[src/rtl/layer_ctrl.sv]
// Layer controller: streams weights into neurons, broadcasts inputs,
// and waits for every neuron to report its output.
module layer_ctrl #(
  parameter int layerNo   = 1,
  parameter int numNeuron = 30,
  parameter int numWeight = 784,
  parameter int dataWidth = 16,
  localparam int AW = (numWeight > 1) ? $clog2(numWeight) : 1
) (
  input  logic                 clk,
  input  logic                 rst,
  input  logic                 load_start,
  input  logic [31:0]          w_data,
  input  logic                 w_valid,
  output logic                 w_ready,
  output logic                 weightValid,
  output logic [31:0]          weightValue,
  output logic [31:0]          cfg_layer_num,
  output logic [31:0]          cfg_neuron_num,
  input  logic                 start,
  output logic [AW-1:0]        in_addr,
  input  logic [dataWidth-1:0] in_data,
  output logic [dataWidth-1:0] neuron_in,
  output logic                 neuron_in_valid,
  input  logic [numNeuron-1:0] neuron_outvalid,
  output logic                 busy,
  output logic                 loaded,
  output logic                 done,
  output logic                 err
);

  localparam logic [2:0] IDLE   = 3'd0;
  localparam logic [2:0] LOAD   = 3'd1;
  localparam logic [2:0] STREAM = 3'd2;
  localparam logic [2:0] WAIT   = 3'd3;
  localparam logic [2:0] DONE   = 3'd4;

  localparam int WW  = $clog2(numWeight + 1);
  localparam int NCW = $clog2(numNeuron + 1);

  localparam logic [WW-1:0]  W_LAST = WW'(numWeight - 1);
  localparam logic [NCW-1:0] N_LAST = NCW'(numNeuron - 1);
  localparam logic [AW-1:0]  A_LAST = AW'(numWeight - 1);

  logic [2:0]           state;
  logic [WW-1:0]        wcnt;
  logic [NCW-1:0]       ncnt;
  logic [numNeuron-1:0] mask;
  logic [numNeuron-1:0] mask_nxt;
  logic                 xfer;
  logic                 ov_err;

  assign w_ready       = (state == LOAD);
  assign xfer          = w_ready & w_valid;
  assign busy          = (state != IDLE);
  assign done          = (state == DONE);
  assign cfg_layer_num = 32'(layerNo);
  // Buffer data lands one cycle after the address, aligned with valid
  assign neuron_in     = neuron_in_valid ? in_data : '0;
  assign mask_nxt      = mask | neuron_outvalid;
  assign ov_err        = (state != WAIT) ? |neuron_outvalid
                                         : |(neuron_outvalid & mask);

  always_ff @(posedge clk) begin
    if (rst) begin
      state           <= IDLE;
      wcnt            <= '0;
      ncnt            <= '0;
      mask            <= '0;
      in_addr         <= '0;
      weightValid     <= 1'b0;
      weightValue     <= '0;
      cfg_neuron_num  <= '0;
      neuron_in_valid <= 1'b0;
      loaded          <= 1'b0;
      err             <= 1'b0;
    end else begin
      weightValid     <= xfer;
      neuron_in_valid <= (state == STREAM);
      if (ov_err)
        err <= 1'b1;
      if (xfer) begin
        weightValue    <= w_data;
        cfg_neuron_num <= 32'(ncnt);
      end
      unique case (state)
        IDLE: begin
          if (load_start) begin
            state  <= LOAD;
            loaded <= 1'b0;
            wcnt   <= '0;
            ncnt   <= '0;
          end else if (start) begin
            if (loaded)
              state <= STREAM;
            else
              err <= 1'b1;
          end
        end
        LOAD: begin
          if (xfer) begin
            if (wcnt == W_LAST) begin
              wcnt <= '0;
              ncnt <= ncnt + NCW'(1);
              if (ncnt == N_LAST) begin
                loaded <= 1'b1;
                state  <= IDLE;
              end
            end else begin
              wcnt <= wcnt + WW'(1);
            end
          end
        end
        STREAM: begin
          if (in_addr == A_LAST) begin
            in_addr <= '0;
            state   <= WAIT;
          end else begin
            in_addr <= in_addr + AW'(1);
          end
        end
        WAIT: begin
          mask <= mask_nxt;
          if (&mask_nxt)
            state <= DONE;
        end
        DONE: begin
          mask  <= '0;
          state <= IDLE;
        end
        default: state <= IDLE;
      endcase
    end
  end

endmodule
[config.mk]
export PLATFORM = sky130hd
export DESIGN_NAME = layer_ctrl
export DESIGN_NICKNAME = d
export VERILOG_FILES = /design/src/rtl/layer_ctrl.sv
export SDC_FILE = /design/constraint.sdc
export NUM_CORES = 1
export LEC_CHECK = 0
export BUFFER_PORTS_ARGS = -buffer_cell sky130_fd_sc_hd__buf_2
export CAP_MARGIN = 20
export CORE_MARGIN = 2
export CORE_UTILIZATION = 47
export CTS_CLUSTER_DIAMETER = 150
export DETAILED_ROUTE_END_ITERATION = 10
export PLACE_DENSITY = 0.81
export SLEW_MARGIN = 20
export SYNTH_ARGS = -nofsm -noshare
export SYNTH_HDL_FRONTEND = slang
export SYNTH_SLANG_ARGS = --single-unit
[constraint.sdc]
create_clock -name clk -period 1.9 [get_ports clk]
set_input_delay 0.57 -clock clk [delete_from_list [all_inputs] [get_ports clk]]
set_output_delay 0.57 -clock clk [all_outputs]
set_load 0.01 [all_outputs]
==> metrics.md <==
| Metric | Value |
|---|---|
| CTS max path bufs | `2` |
| List of most frequent post-synthesis cells | `dfxtp_1, nand2_1, a21oi_1` |
| Ys flop type | `dfxtp_1` |
| Hpwl dp | `about 9100 µm` |
| Seq/Total Area, Yosys | `43.34%` |
| Worst-Skew Late Latency | `0.36 ns` |
| Total die area | `10540 µm²` |
| Slew Viols, Final | `0` |
| Yosys warns | `0` |
| WL/cell | `13.82 µm` |
| VDD IR-drop max | `0.0005854 V` |
| Vias in the first global route | `3728` |
| RSZ-0062 raised after global routing | `true` |
| Area growth from synthesis to layout | `20.77%` |
| Num CTS Buffers | `9` |
| Setup Skew | `0.008576 ns` |
| Hold buffers post-CTS | `0` |
| Drc violations | `0` |
| EDFF count, synth | `0` |
| Most numerous cell in the Yosys netlist | `dfxtp_1` |
| Critical Path AT | `1.28 ns` |
| Worst-path clk slew | `around 0.10 ns` |
| Status | `complete, no violations` |
| GR Overflow Total | `0` |
| Iteration-0 DRC Markers | `around 150` |
| Synth top area share | `43.34%` |
| CTS root buffer | `clkbuf_8` |
| Final hold vios | `0` |
| Fill cell count | `889` |
| Die height | `102.6 µm` |
| Met3 WL | `830 µm` |
| Worst path slowest cell | `or3_4` |
| Slew headroom | `63.13%` |
| Yosys reg bits | `99` |
| Initial antenna violation count | `0` |
| Diode count | `0` |
| I/O pin count | `between 200 and 250` |
| Drt first pass iters | `5` |
| Least-Margin Pin Slew | `0.5531 ns` |
| Max Cap Viol | `0` |
| Final total power | `5.155 mW` |
| Top cell type by total area after synthesis | `dfxtp_1` |
| CTS tree | `done` |
| Met2 WL post-DR | `6278 µm` |
| Crit Path Class | `reg -> out` |
| Setup Viol. Count Final | `0` |
| Die Wd | `102.6 µm` |
| CP bufs+invs | `1` |
| CP cell instances | `or3_4 > buf_2` |
| Setup crit start kind | `register` |
| Post-synth cell types | `47` |
| Crit path required time | `1.33 ns` |
| Cell area power density | `just over 900 nW/µm²` |
| Starting density of the core | `47.67%` |
| Area contributors post-synth | `dfxtp_1, buf_4, a21oi_1, nand2_1, nor2_1` |
| Vias per cell | `5.092` |
| Nets | `~810` |
| Async SR Flop Fraction | `0%` |
| CTS H-tree depth | `3` |
| Largest net degree at the start of global routing | `43` |
| Endpoint class of the critical path | `output port` |
| Post-route ant nets | `0` |
| Min Tclk post-route | `around 1.8 ns` |
| Clock Sink Count | `99` |
| Fin crit share | `97.29%` |
| Top delay family on crit path | `simple AND/OR/NAND/NOR gates` |
| Met1 WL | `4532 µm` |
| Post-Syn Area per Cell | `between 8 and 9 µm²` |
| Mapped cell area | `4573 µm²` |
| First-pass GRT wire length | `17490 µm` |
| DRT Wirelength | `11860 µm` |
| Layout cells sized above 1 | `28.41%` |
| Core ar. | `9594 µm²` |
| GRT Resource Usage Total | `approximately a fifth` |
| Port buffer count | `152` |
| Worst-path fanout max | `7` |
| Row count | `36` |
| Final core utilization | `57.56%` |
| Final Cell Area | `~5500 µm²` |
| Post-Place Cell Area | `5301 µm²` |
| Crit-path max cell delay | `around 0.40 ns` |
| Tightest Hold Check Type | `in -> reg` |
| Mapped Cells | `566` |
| Top Layer Used | `met4` |
| Routed vias | `around 4400` |
| Max Freq | `541.0 MHz` |
| RePlAce Congestion | `0.9705` |
| Static leakage | `2.500 nW` |
[layout by cell type (no fill, tap or decap), drive strengths merged, types with 3 or more instances in the layout]
master	count
o22ai	15
xor2	14
nand4	12
nor4	13
xnor2	4
nor2	64
a221oi	4
inv	6
o21ai	8
ha	4
a22oi	9
nor3	7
dfxtp	99
and2	18
a21oi	75
and3	6
nand3	4
clkinv	5
conb	59
a22o	3
clkbuf	10
buf	169
nand2	93
[metrics by stage]
| step | worst slack (ns) | cells | hold WS (ns) | TNS [ns] |
|---|---|---|---|---|
| 6_report | 0.05142 | 858 | 0.4397 | 0 |
| 5_1_grt | -0.01838 | 858 | 0.4230 | -0.01861 |
| 4_1_cts | 0.005681 | 858 | 0.4215 | 0 |
| 3_5_place_dp | 0.02287 | 842 | 0.4444 | 0 |
| 3_3_place_gp | 0.06719 | 842 | 0.4392 | 0 |
| 2_1_floorplan | 0.1605 | 623 | 0.4525 | 0 |
[logic make-up (layout without fill, tap and decap cells)]
family	count (synthesis)	in the layout	synth area share (%)
adders and majority gates	4	4	1.094
muxes	3	3	0.7660
other	2	59	0.1642
DFF	99	99	43.34
and+or+nand+nor	232	232	23.83
xor gates and xnor gates	18	18	3.447
buffers and inverters	88	190	12.28
AOI/OAI and AO/OA	120	120	15.08
[worst register-to-register path: cells and delay by family, from the launching register on]
| kind | cells | cell delay [ns] |
|---|---|---|
| mux | 1 | 0.30 |
| flops | 1 | 0.36 |
| simple gates | 3 | 0.67 |
| compound gates | 2 | 0.39 |
[area by class of cell]
type                            count  area (µm²)  share of cell area [%]
Clock buffer                       10       137.6                   2.492
Clock inverter                      6       48.80                  0.8836
Multi-Input combinational cell    436        2275                   41.19
Timing Repair Buffer              169       888.4                   16.09
Inverter                            5       18.77                  0.3398
Tap cell                          133       166.4                   3.013
Sequential cell                    99        1988                   36.00
[final timing paths]
| kind | start | end | slack (ns) | cells past startpoint |
|---|---|---|---|---|
| max | state[2] | busy | 0.05 | 2 |
| min | w_data[30] | weightValue[30] | 0.44 | 3 |
| max reg2reg | wcnt[4] | state[0] | 0.08 | 6 |
| min reg2reg | weightValue[0] | weightValue[0] | 0.46 | 2 |
[sequential cells by signal, summed over array words and instances (netlist names), 3 cells and up]
signal / count
cfg_neuron_num: 5
weightValue: 32
wcnt: 10
ncnt: 5
state: 3
mask: 30
in_addr: 10
[what timing repair did]
item | CTS | global route
gates resized for setup | 4 | 9
hold endpoints to repair | 0 | 0
endpoints found under the setup margin | 6 | 13
setup buffers | 0 | 0
gates cloned | 0 | 0
pin swaps | 0 | 1
[power by group]
| group | switching, mW | internal (mW) |
|---|---|---|
| Combinational | 0.882 | 0.596 |
| Clock | 0.728 | 0.524 |
| Sequential | 0.161 | 2.26 |
[per-layer routing]
| metal | vias to the layer above | track usage [%] |
|---|---|---|
| li1 | 2119 | - |
| met1 | 2031 | 24.56 |
| met2 | 198 | 38.36 |
| met3 | 21 | 4.542 |
| met4 | 0 | 6.051 |
| met5 | - | 0 |
(Power assumes the default switching activity.)
